`config.mk`:
```
export PLATFORM = sky130hd
export DESIGN_NAME = dmem_lsu_flat
export DESIGN_NICKNAME = d
export VERILOG_FILES = /design/src/rtl/dmem_lsu_if.sv /design/src/rtl/dmem_lsu.sv /design/src/flat_wrapper.sv
export SDC_FILE = /design/constraint.sdc
export NUM_CORES = 1
export LEC_CHECK = 0
export ABC_AREA = 1
export CORE_ASPECT_RATIO = 1.2
export CORE_MARGIN = 2
export CORE_UTILIZATION = 33
export CTS_CLUSTER_DIAMETER = 60
export CTS_CLUSTER_SIZE = 40
export DETAILED_ROUTE_END_ITERATION = 7
export HOLD_SLACK_MARGIN = 0.05
export PLACE_DENSITY = 0.74
export SLEW_MARGIN = 0
export SYNTH_ARGS = -nofsm -noshare
export SYNTH_HDL_FRONTEND = slang
export SYNTH_SLANG_ARGS = --single-unit
```
`constraint.sdc`:
```
create_clock -name clk -period 1.25 [get_ports clk]
set_input_delay 0.375 -clock clk [delete_from_list [all_inputs] [get_ports clk]]
set_output_delay 0.375 -clock clk [all_outputs]
set_load 0.02 [all_outputs]
```
`src/rtl/dmem_lsu_if.sv`:
```
// dmem_lsu_if: bundles the core request/response handshakes and the data RAM port
// used by dmem_lsu.
//   req_*  : core -> LSU request (valid/ready, we, addr, wdata)
//   resp_* : LSU -> core response (valid/ready, rdata, err)
//   mem_*  : LSU -> RAM address/write data/write enable, RAM -> LSU read data
// Modports: slave = the LSU side, master = the core + RAM side.
interface dmem_lsu_if #(
  parameter int unsigned ADDR_W = 6,
  parameter int unsigned DATA_W = 8
);
  logic              req_valid;
  logic              req_ready;
  logic              req_we;
  logic [ADDR_W-1:0] req_addr;
  logic [DATA_W-1:0] req_wdata;
  logic              resp_valid;
  logic              resp_ready;
  logic [DATA_W-1:0] resp_rdata;
  logic              resp_err;
  logic [ADDR_W-1:0] mem_addr;
  logic [DATA_W-1:0] mem_wdata;
  logic              mem_we;
  logic [DATA_W-1:0] mem_rdata;

  modport slave (
    input  req_valid, req_we, req_addr, req_wdata, resp_ready, mem_rdata,
    output req_ready, resp_valid, resp_rdata, resp_err, mem_addr, mem_wdata, mem_we
  );

  modport master (
    output req_valid, req_we, req_addr, req_wdata, resp_ready, mem_rdata,
    input  req_ready, resp_valid, resp_rdata, resp_err, mem_addr, mem_wdata, mem_we
  );
endinterface

```
`src/rtl/dmem_lsu.sv`:
```
// dmem_lsu: load/store initiator for the 64x8 data RAM. Accepts one request at a time
// from the core, drives the RAM port, waits MEM_RD_LAT+1 cycles for load data and
// returns a response (load data or store ack) over a valid/ready handshake.
// Ports:
//   clk   - system clock, rising edge
//   reset - asynchronous, active-high reset
//   bus   - dmem_lsu_if.slave (request, response and RAM port signals)
// Optional feature: define DMEM_LSU_WRITE_VERIFY_EN to read back every store and
// flag a mismatch against the written data in resp_err.
module dmem_lsu #(
  parameter int unsigned ADDR_W     = 6,
  parameter int unsigned DATA_W     = 8,
  parameter int unsigned DEPTH      = 64,
  parameter int unsigned MEM_RD_LAT = 1
) (
  input logic       clk,
  input logic       reset,
  dmem_lsu_if.slave bus
);

  localparam logic [ADDR_W:0] DepthLim = DEPTH[ADDR_W:0];
  localparam logic [1:0]      LatLast  = MEM_RD_LAT[1:0];

  typedef enum logic [2:0] {
`ifdef DMEM_LSU_WRITE_VERIFY_EN
    StVerify,
`endif
    StIdle,
    StWrite,
    StRead,
    StResp
  } state_e;

  state_e              state_q, state_d;
  logic [1:0]          cnt_q, cnt_d;
  logic                resp_valid_q, resp_valid_d;
  logic [DATA_W-1:0]   resp_rdata_q, resp_rdata_d;
  logic                resp_err_q, resp_err_d;
  logic [ADDR_W-1:0]   mem_addr_q, mem_addr_d;
  logic [DATA_W-1:0]   mem_wdata_q, mem_wdata_d;
  logic                mem_we_q, mem_we_d;
  logic                addr_oor;

  // Zero-extend so DEPTH == 2**ADDR_W still compares correctly.
  assign addr_oor = ({1'b0, bus.req_addr} >= DepthLim);

  always_ff @(posedge clk or posedge reset) begin
    if (reset) begin
      state_q      <= StIdle;
      cnt_q        <= '0;
      resp_valid_q <= 1'b0;
      resp_rdata_q <= '0;
      resp_err_q   <= 1'b0;
      mem_addr_q   <= '0;
      mem_wdata_q  <= '0;
      mem_we_q     <= 1'b0;
    end else begin
      state_q      <= state_d;
      cnt_q        <= cnt_d;
      resp_valid_q <= resp_valid_d;
      resp_rdata_q <= resp_rdata_d;
      resp_err_q   <= resp_err_d;
      mem_addr_q   <= mem_addr_d;
      mem_wdata_q  <= mem_wdata_d;
      mem_we_q     <= mem_we_d;
    end
  end

  always_comb begin
    state_d      = state_q;
    cnt_d        = cnt_q;
    resp_valid_d = resp_valid_q;
    resp_rdata_d = resp_rdata_q;
    resp_err_d   = resp_err_q;
    mem_addr_d   = mem_addr_q;
    mem_wdata_d  = mem_wdata_q;
    mem_we_d     = 1'b0;
    unique case (state_q)
      StIdle: begin
        if (bus.req_valid) begin
          if (addr_oor) begin
            state_d      = StResp;
            resp_valid_d = 1'b1;
            resp_rdata_d = '0;
            resp_err_d   = 1'b1;
          end else if (bus.req_we) begin
            state_d     = StWrite;
            mem_addr_d  = bus.req_addr;
            mem_wdata_d = bus.req_wdata;
            mem_we_d    = 1'b1;
          end else begin
            state_d    = StRead;
            mem_addr_d = bus.req_addr;
            cnt_d      = '0;
          end
        end
      end
      StWrite: begin
`ifdef DMEM_LSU_WRITE_VERIFY_EN
        state_d = StVerify;
        cnt_d   = '0;
`else
        state_d      = StResp;
        resp_valid_d = 1'b1;
        resp_rdata_d = '0;
        resp_err_d   = 1'b0;
`endif
      end
      StRead: begin
        // Address held for MEM_RD_LAT+1 cycles; data sampled on the closing edge.
        if (cnt_q == LatLast) begin
          state_d      = StResp;
          resp_valid_d = 1'b1;
          resp_rdata_d = bus.mem_rdata;
          resp_err_d   = 1'b0;
        end else begin
          cnt_d = cnt_q + 2'd1;
        end
      end
`ifdef DMEM_LSU_WRITE_VERIFY_EN
      StVerify: begin
        // Read-back of the just-written line; mem_wdata_q still holds the store data.
        if (cnt_q == LatLast) begin
          state_d      = StResp;
          resp_valid_d = 1'b1;
          resp_rdata_d = bus.mem_rdata;
          resp_err_d   = (bus.mem_rdata != mem_wdata_q);
        end else begin
          cnt_d = cnt_q + 2'd1;
        end
      end
`endif
      StResp: begin
        if (bus.resp_ready) begin
          state_d      = StIdle;
          resp_valid_d = 1'b0;
        end
      end
      default: state_d = StIdle;
    endcase
  end

  assign bus.req_ready  = (state_q == StIdle);
  assign bus.resp_valid = resp_valid_q;
  assign bus.resp_rdata = resp_rdata_q;
  assign bus.resp_err   = resp_err_q;
  assign bus.mem_addr   = mem_addr_q;
  assign bus.mem_wdata  = mem_wdata_q;
  assign bus.mem_we     = mem_we_q;

endmodule
```
`src/flat_wrapper.sv`:
```
// flat-port wrapper written by rule: the top's interface ports become plain ports
module dmem_lsu_flat 
#(
  parameter int unsigned ADDR_W     = 6,
  parameter int unsigned DATA_W     = 8,
  parameter int unsigned DEPTH      = 64,
  parameter int unsigned MEM_RD_LAT = 1
)
  (clk, reset, bus_req_valid, bus_req_we, bus_req_addr, bus_req_wdata, bus_resp_ready, bus_mem_rdata, bus_req_ready, bus_resp_valid, bus_resp_rdata, bus_resp_err, bus_mem_addr, bus_mem_wdata, bus_mem_we);
  dmem_lsu_if #(.ADDR_W(ADDR_W), .DATA_W(DATA_W)) bus_i ();
  input logic clk;
  input logic reset;
  input wire logic [$bits(bus_i.req_valid)-1:0] bus_req_valid;
  input wire logic [$bits(bus_i.req_we)-1:0] bus_req_we;
  input wire logic [$bits(bus_i.req_addr)-1:0] bus_req_addr;
  input wire logic [$bits(bus_i.req_wdata)-1:0] bus_req_wdata;
  input wire logic [$bits(bus_i.resp_ready)-1:0] bus_resp_ready;
  input wire logic [$bits(bus_i.mem_rdata)-1:0] bus_mem_rdata;
  output wire logic [$bits(bus_i.req_ready)-1:0] bus_req_ready;
  output wire logic [$bits(bus_i.resp_valid)-1:0] bus_resp_valid;
  output wire logic [$bits(bus_i.resp_rdata)-1:0] bus_resp_rdata;
  output wire logic [$bits(bus_i.resp_err)-1:0] bus_resp_err;
  output wire logic [$bits(bus_i.mem_addr)-1:0] bus_mem_addr;
  output wire logic [$bits(bus_i.mem_wdata)-1:0] bus_mem_wdata;
  output wire logic [$bits(bus_i.mem_we)-1:0] bus_mem_we;
  assign bus_i.req_valid = bus_req_valid;
  assign bus_i.req_we = bus_req_we;
  assign bus_i.req_addr = bus_req_addr;
  assign bus_i.req_wdata = bus_req_wdata;
  assign bus_i.resp_ready = bus_resp_ready;
  assign bus_i.mem_rdata = bus_mem_rdata;
  assign bus_req_ready = bus_i.req_ready;
  assign bus_resp_valid = bus_i.resp_valid;
  assign bus_resp_rdata = bus_i.resp_rdata;
  assign bus_resp_err = bus_i.resp_err;
  assign bus_mem_addr = bus_i.mem_addr;
  assign bus_mem_wdata = bus_i.mem_wdata;
  assign bus_mem_we = bus_i.mem_we;
  dmem_lsu #(.ADDR_W(ADDR_W), .DATA_W(DATA_W), .DEPTH(DEPTH), .MEM_RD_LAT(MEM_RD_LAT)) u_core (.clk(clk), .reset(reset), .bus(bus_i));
endmodule
```
* Word-level counts from Yosys, hierarchy flattened
Index checks and enable logic that the tools add are counted.
Word-level totals: input port bits 27, output and inout bits 26, logic and storage cells 47, register bits 30
Operators by class: reductions and logical operators 10, mux-type cells 19, add/subtract/negate cells 1, eq/ne operators 9
Operators with widths (number):
- case mux 8 bit (2 select lines) | 1
- case mux 3 bit (4 select lines) | 1
- two-way mux 3 bit | 3
- AND reduction 3 bit | 3
- two-way mux 2 bit | 4
- two-way mux 8 bit | 1
- inequality test 2 bit, second input constant | 4
- == test 3 x 2 -> 1 bit, second input constant | 2
- two-way mux 1 bit | 6
- case mux 2 bit (2 select lines) | 1
- AND reduction 2 bit | 2
- AND reduction 4 bit | 1
- nonzero test 2 bit | 2
- == test 3 x 1 -> 1 bit, second input constant | 1
- logical NOT 3 bit | 1
- case mux 1 bit (3 select lines) | 1
- nonzero test 3 bit | 1
- adder 2 x 1 -> 2 bit, second input constant | 1
- == test 2 x 1 -> 1 bit, second input constant | 1
- inequality test 2 x 1 -> 1 bit, second input constant | 1
- case mux 1 bit (2 select lines) | 1

* Logic depth before layout (Yosys ltp)
depth after elaboration 3, mapped depth 9

* Least setup slack after synthesis
No wires, ideal clock.
path kind register -> register, start point reg u_core.state_q[0], end point reg u_core.state_q[1], cell stages (with the launch flop) 8, setup slack -61 ps, arrival 1195 ps, required time 1134 ps, clock period less this slack 1311 ps, cell sequence dfrtp_1 > inv_1 > ha_1 > inv_1 > nor2_2 > nor2_1 > nand2_1 > nand2_1
Between the ends: longest elaborated chain between the ends 3
RTL lines:
- from (decl) | line dmem_lsu.sv:34 | state_e state_q, state_d;
- from (signal assigned) | line dmem_lsu.sv:49 | state_q <= StIdle;
- from (signal assigned) | line dmem_lsu.sv:58 | state_q <= state_d;
- logical NOT 3 bit *
- net bus_req_ready | line flat_wrapper.sv:19 | output wire logic [$bits(bus_i.req_ready)-1:0] bus_req_ready;
- inequality test 2 bit (no source line)
- AND reduction 3 bit (no source line)
The timed path passes the listed nets; every way through them passes the cells marked *. A chain may end at the register's enable or synchronous reset.

* Worst setup path in the final report
start point reg u_core.state_q[0], end point out bus_req_ready
Between the ends: longest elaborated chain between the ends 1
RTL lines:
- logical NOT 3 bit | line dmem_lsu.sv:143 | assign bus.req_ready = (state_q == StIdle);
- to (decl) | line flat_wrapper.sv:19
Every way passes these cells.

==> reports/metrics.csv <==
stage,metric,value,unit
outcome,outcome,"complete, but fails checks",
outcome,failing checks,setup timing,
sta,fmax,0.724,GHz
sta,RSZ-0062 raised after global routing,yes,
global_routing,initial antenna violation count,0,
clock_tree,CTS H-tree lvls,1,
clock_tree,clk sink count,28,
layout,share of layout cells above drive strength 1,0.396,
die,core area,0.00397,mm2
synth,synth unique cells,19,
sta,"Slew Viols, Final",0,
critical_path,Crit Path Max Fanout,2,
synth,Cells after Synth,155,
pwr,Power per Cell Area,2770,mW/mm2
critical_path,critical path arrival,1.01,ns
clock_tree,Clock Tree Buf Depth,2,
sta,Final Hold Viols,0,
synth,"Net Count, Synth",187,
drt,routed wire length,3280,um
synth,sequential area share after synthesis,0.509,
layout,Area Overhead vs Synth,57.9,%
clock_tree,root buf cell,clkbuf_8,
sta,Worst Slack Setup Final,-0.131,ns
placed_design,PortBufs,51,
sta,clk_skew,0.00592,ns
clock_tree,clock-pin slew on the worst setup and hold paths,0.10,ns
sta,Tmin final,1.38,ns
drt,Via density,4.31,
pwr,total design power,0.00603,W
layout,nets,258,
pwr,Leak,1.13,nW
layout,final instance area,0.00218,mm2
drt,vias,1203,
sta,Final Setup Violations,17,
die,# rows,25,
drt,Detail Route Antenna Nets,0,
worst_hold_path,Hold Crit Class,in2async,
layout,Finished Core Util,0.548,
synth,#FFs+latches synth,28,
pwr,"IR drop worst, VDD",1.33,mV
global_routing,Tot GR Track Use,0.143,
run,Max-Cap Viols,0,
die,Initial Utilization,0.347,
placed_design,pre-CTS setup slack,-0.336,ns
critical_path,FF-to-FF End,u_core.bus.resp_rdata[6],
critical_path,Setup crit end kind,output pin,
critical_path,Critical Path Source Type,flop,
sta,Final Cycle Share,1.10,
synth,Synth Area per Inst,8.89,um2
die,die area,0.00471,mm2
drt,drt first pass iters,4,
synth,total number of yosys warnings,0,
die,Die Ht,74.8,um
critical_path,RR Startpoint,u_core.state_q[0],
clock_tree,TritonCTS buffer count,3,
clock_tree,TritonCTS clock tree,yes,
drt,post-DR wirelength/cell,11.8,um
placed_design,area post-placement,0.00203,mm2
die,die width,63.0,um
critical_path,worst path required time,0.88,ns
drt,drt drc,0,
drt,drt first-iter violations,29,
layout,n_diodes,0,
global_routing,vias in the first global route,1237,
synth,Syn Std Cell Area,0.00138,mm2
clock_tree,"Hold-fix buffers, CTS",0,
die,IO Count,53,
placed_design,Final HPWL DP,2330,um
placed_design,GPL Wtd Cong,0.874,
global_routing,first-pass GRT wire length,5370,um
critical_path,FF-to-FF setup slack,-0.09,ns
global_routing,largest net degree at the start of global routing,29,
critical_path,WS Path Type,reg2out,
clock_tree,worst skew pair latency,0.27,ns
critical_path,R2R depth,7,
global_routing,gr ovfl total,0,
## synth_stat cells (all sizes together)
library cell | instances | area [um2]
o21ai | 9 | 75.1
buf | 5 | 57.6
dfrtp | 28 | 701
nand3 | 11 | 67.6
a21oi | 2 | 10.0
nand2 | 75 | 322
inv | 14 | 55.1
nor2 | 5 | 23.8
ha | 5 | 62.6
conb | 1 | 3.75
## kinds of logic (layout without fill, tap and decap cells)
group	Yosys count	count (layout)	synth area share
buffers and inverters	19	88	0.0817
DFF	28	28	0.509
other	1	1	0.00272
adders and majority gates	5	5	0.0454
and+or+nand+nor	91	92	0.300
AOI/OAI and AO/OA	11	11	0.0618
## per-stage QoR
step	cells	TNS [ns]	hold WS, ns
CTS	277	-0.688	0.424
global route	279	-2.42	0.457
detailed placement	271	-7.80	0.459
floorplan	155	0	0.440
finish	279	-1.09	0.423
global placement	271	-7.21	0.453
## critical path, stage by stage, from the launching register on
cell and delay [ns]:
dfrtp_1 0.41, inv_2 0.08, ha_4 0.13, buf_6 0.11
## sequential cells by signal, summed over array words and instances (netlist names)
name and count:
u_core.bus.mem_addr 6, u_core.cnt_q 2, u_core.state_q 2, u_core.bus.mem_wdata 8, u_core.bus.resp_rdata 8, u_core.bus.resp_valid 1
u_core.bus.mem_we 1
## area by class of cell
type,instances,area [um2]
clock buffer,3,41.3
clock inverter,1,30.0
inverter,14,57.6
multi-input combinational,109,707
timing repair buffer,70,572
tap,54,67.6
fill,388,1800
sequential,28,701
## placed cells by master, fill, tap and decap left out
| cell type | n |
|---|---|
| o21ai_2 | 8 |
| nor2_2 | 3 |
| dlygate4sd2_1 | 1 |
| dfrtp_1 | 28 |
| nand3_4 | 1 |
| nand3_1 | 9 |
| nand2_4 | 6 |
| buf_12 | 1 |
| ha_1 | 1 |
| nand2_1 | 59 |
| o21ai_1 | 1 |
| buf_4 | 17 |
| buf_8 | 1 |
| a21oi_2 | 2 |
| buf_2 | 21 |
| inv_6 | 1 |
| nand3_2 | 1 |
| inv_2 | 4 |
| inv_1 | 9 |
| nand2_8 | 3 |
| bufinv_16 | 1 |
| clkbuf_8 | 3 |
| nand2_2 | 8 |
| buf_6 | 4 |
| clkdlybuf4s50_1 | 25 |
| nor2_1 | 2 |
| ha_4 | 4 |
| conb_1 | 1 |
## repair_timing
item / 4_1_cts / 5_1_grt
pin swaps: 4 / 5
endpoints found under the setup margin: 45 / 28
cloned: 1 / 0
endpoints found under the hold margin: 0 / 0
setup buffers: 1 / 2
gates resized for setup: 120 / 23
## power breakdown
| group | leakage [nW] | internal (W) | total (W) | switching, W |
|---|---|---|---|---|
| sequential | 0.359 | 0.00132 | 0.00158 | 0.000255 |
| clock | 0.0357 | 0.000429 | 0.000710 | 0.000282 |
| combinational | 0.736 | 0.00156 | 0.00374 | 0.00218 |
## routing by layer
metal,wire length [um],global-route usage,vias to the layer above
met5,0,0,-
met4,19,0.0444,0
met3,95,0.0194,2
met2,1870,0.280,26
met1,1300,0.162,562
li1,-,-,613
## how the worst max path moves through the flow
stage	endpoint	startpoint	slack, ns
floorplan	u_core.bus.resp_rdata[1]	u_core.state_q[0]	0.007
global placement	bus_req_ready	u_core.state_q[1]	-0.32
detailed placement	bus_req_ready	u_core.state_q[1]	-0.34
CTS	bus_req_ready	u_core.state_q[1]	-0.14
global route	u_core.cnt_q[0]	u_core.state_q[0]	-0.17
finish	bus_req_ready	u_core.state_q[0]	-0.13
No activity file was read; power rests on OpenSTA's default activity.
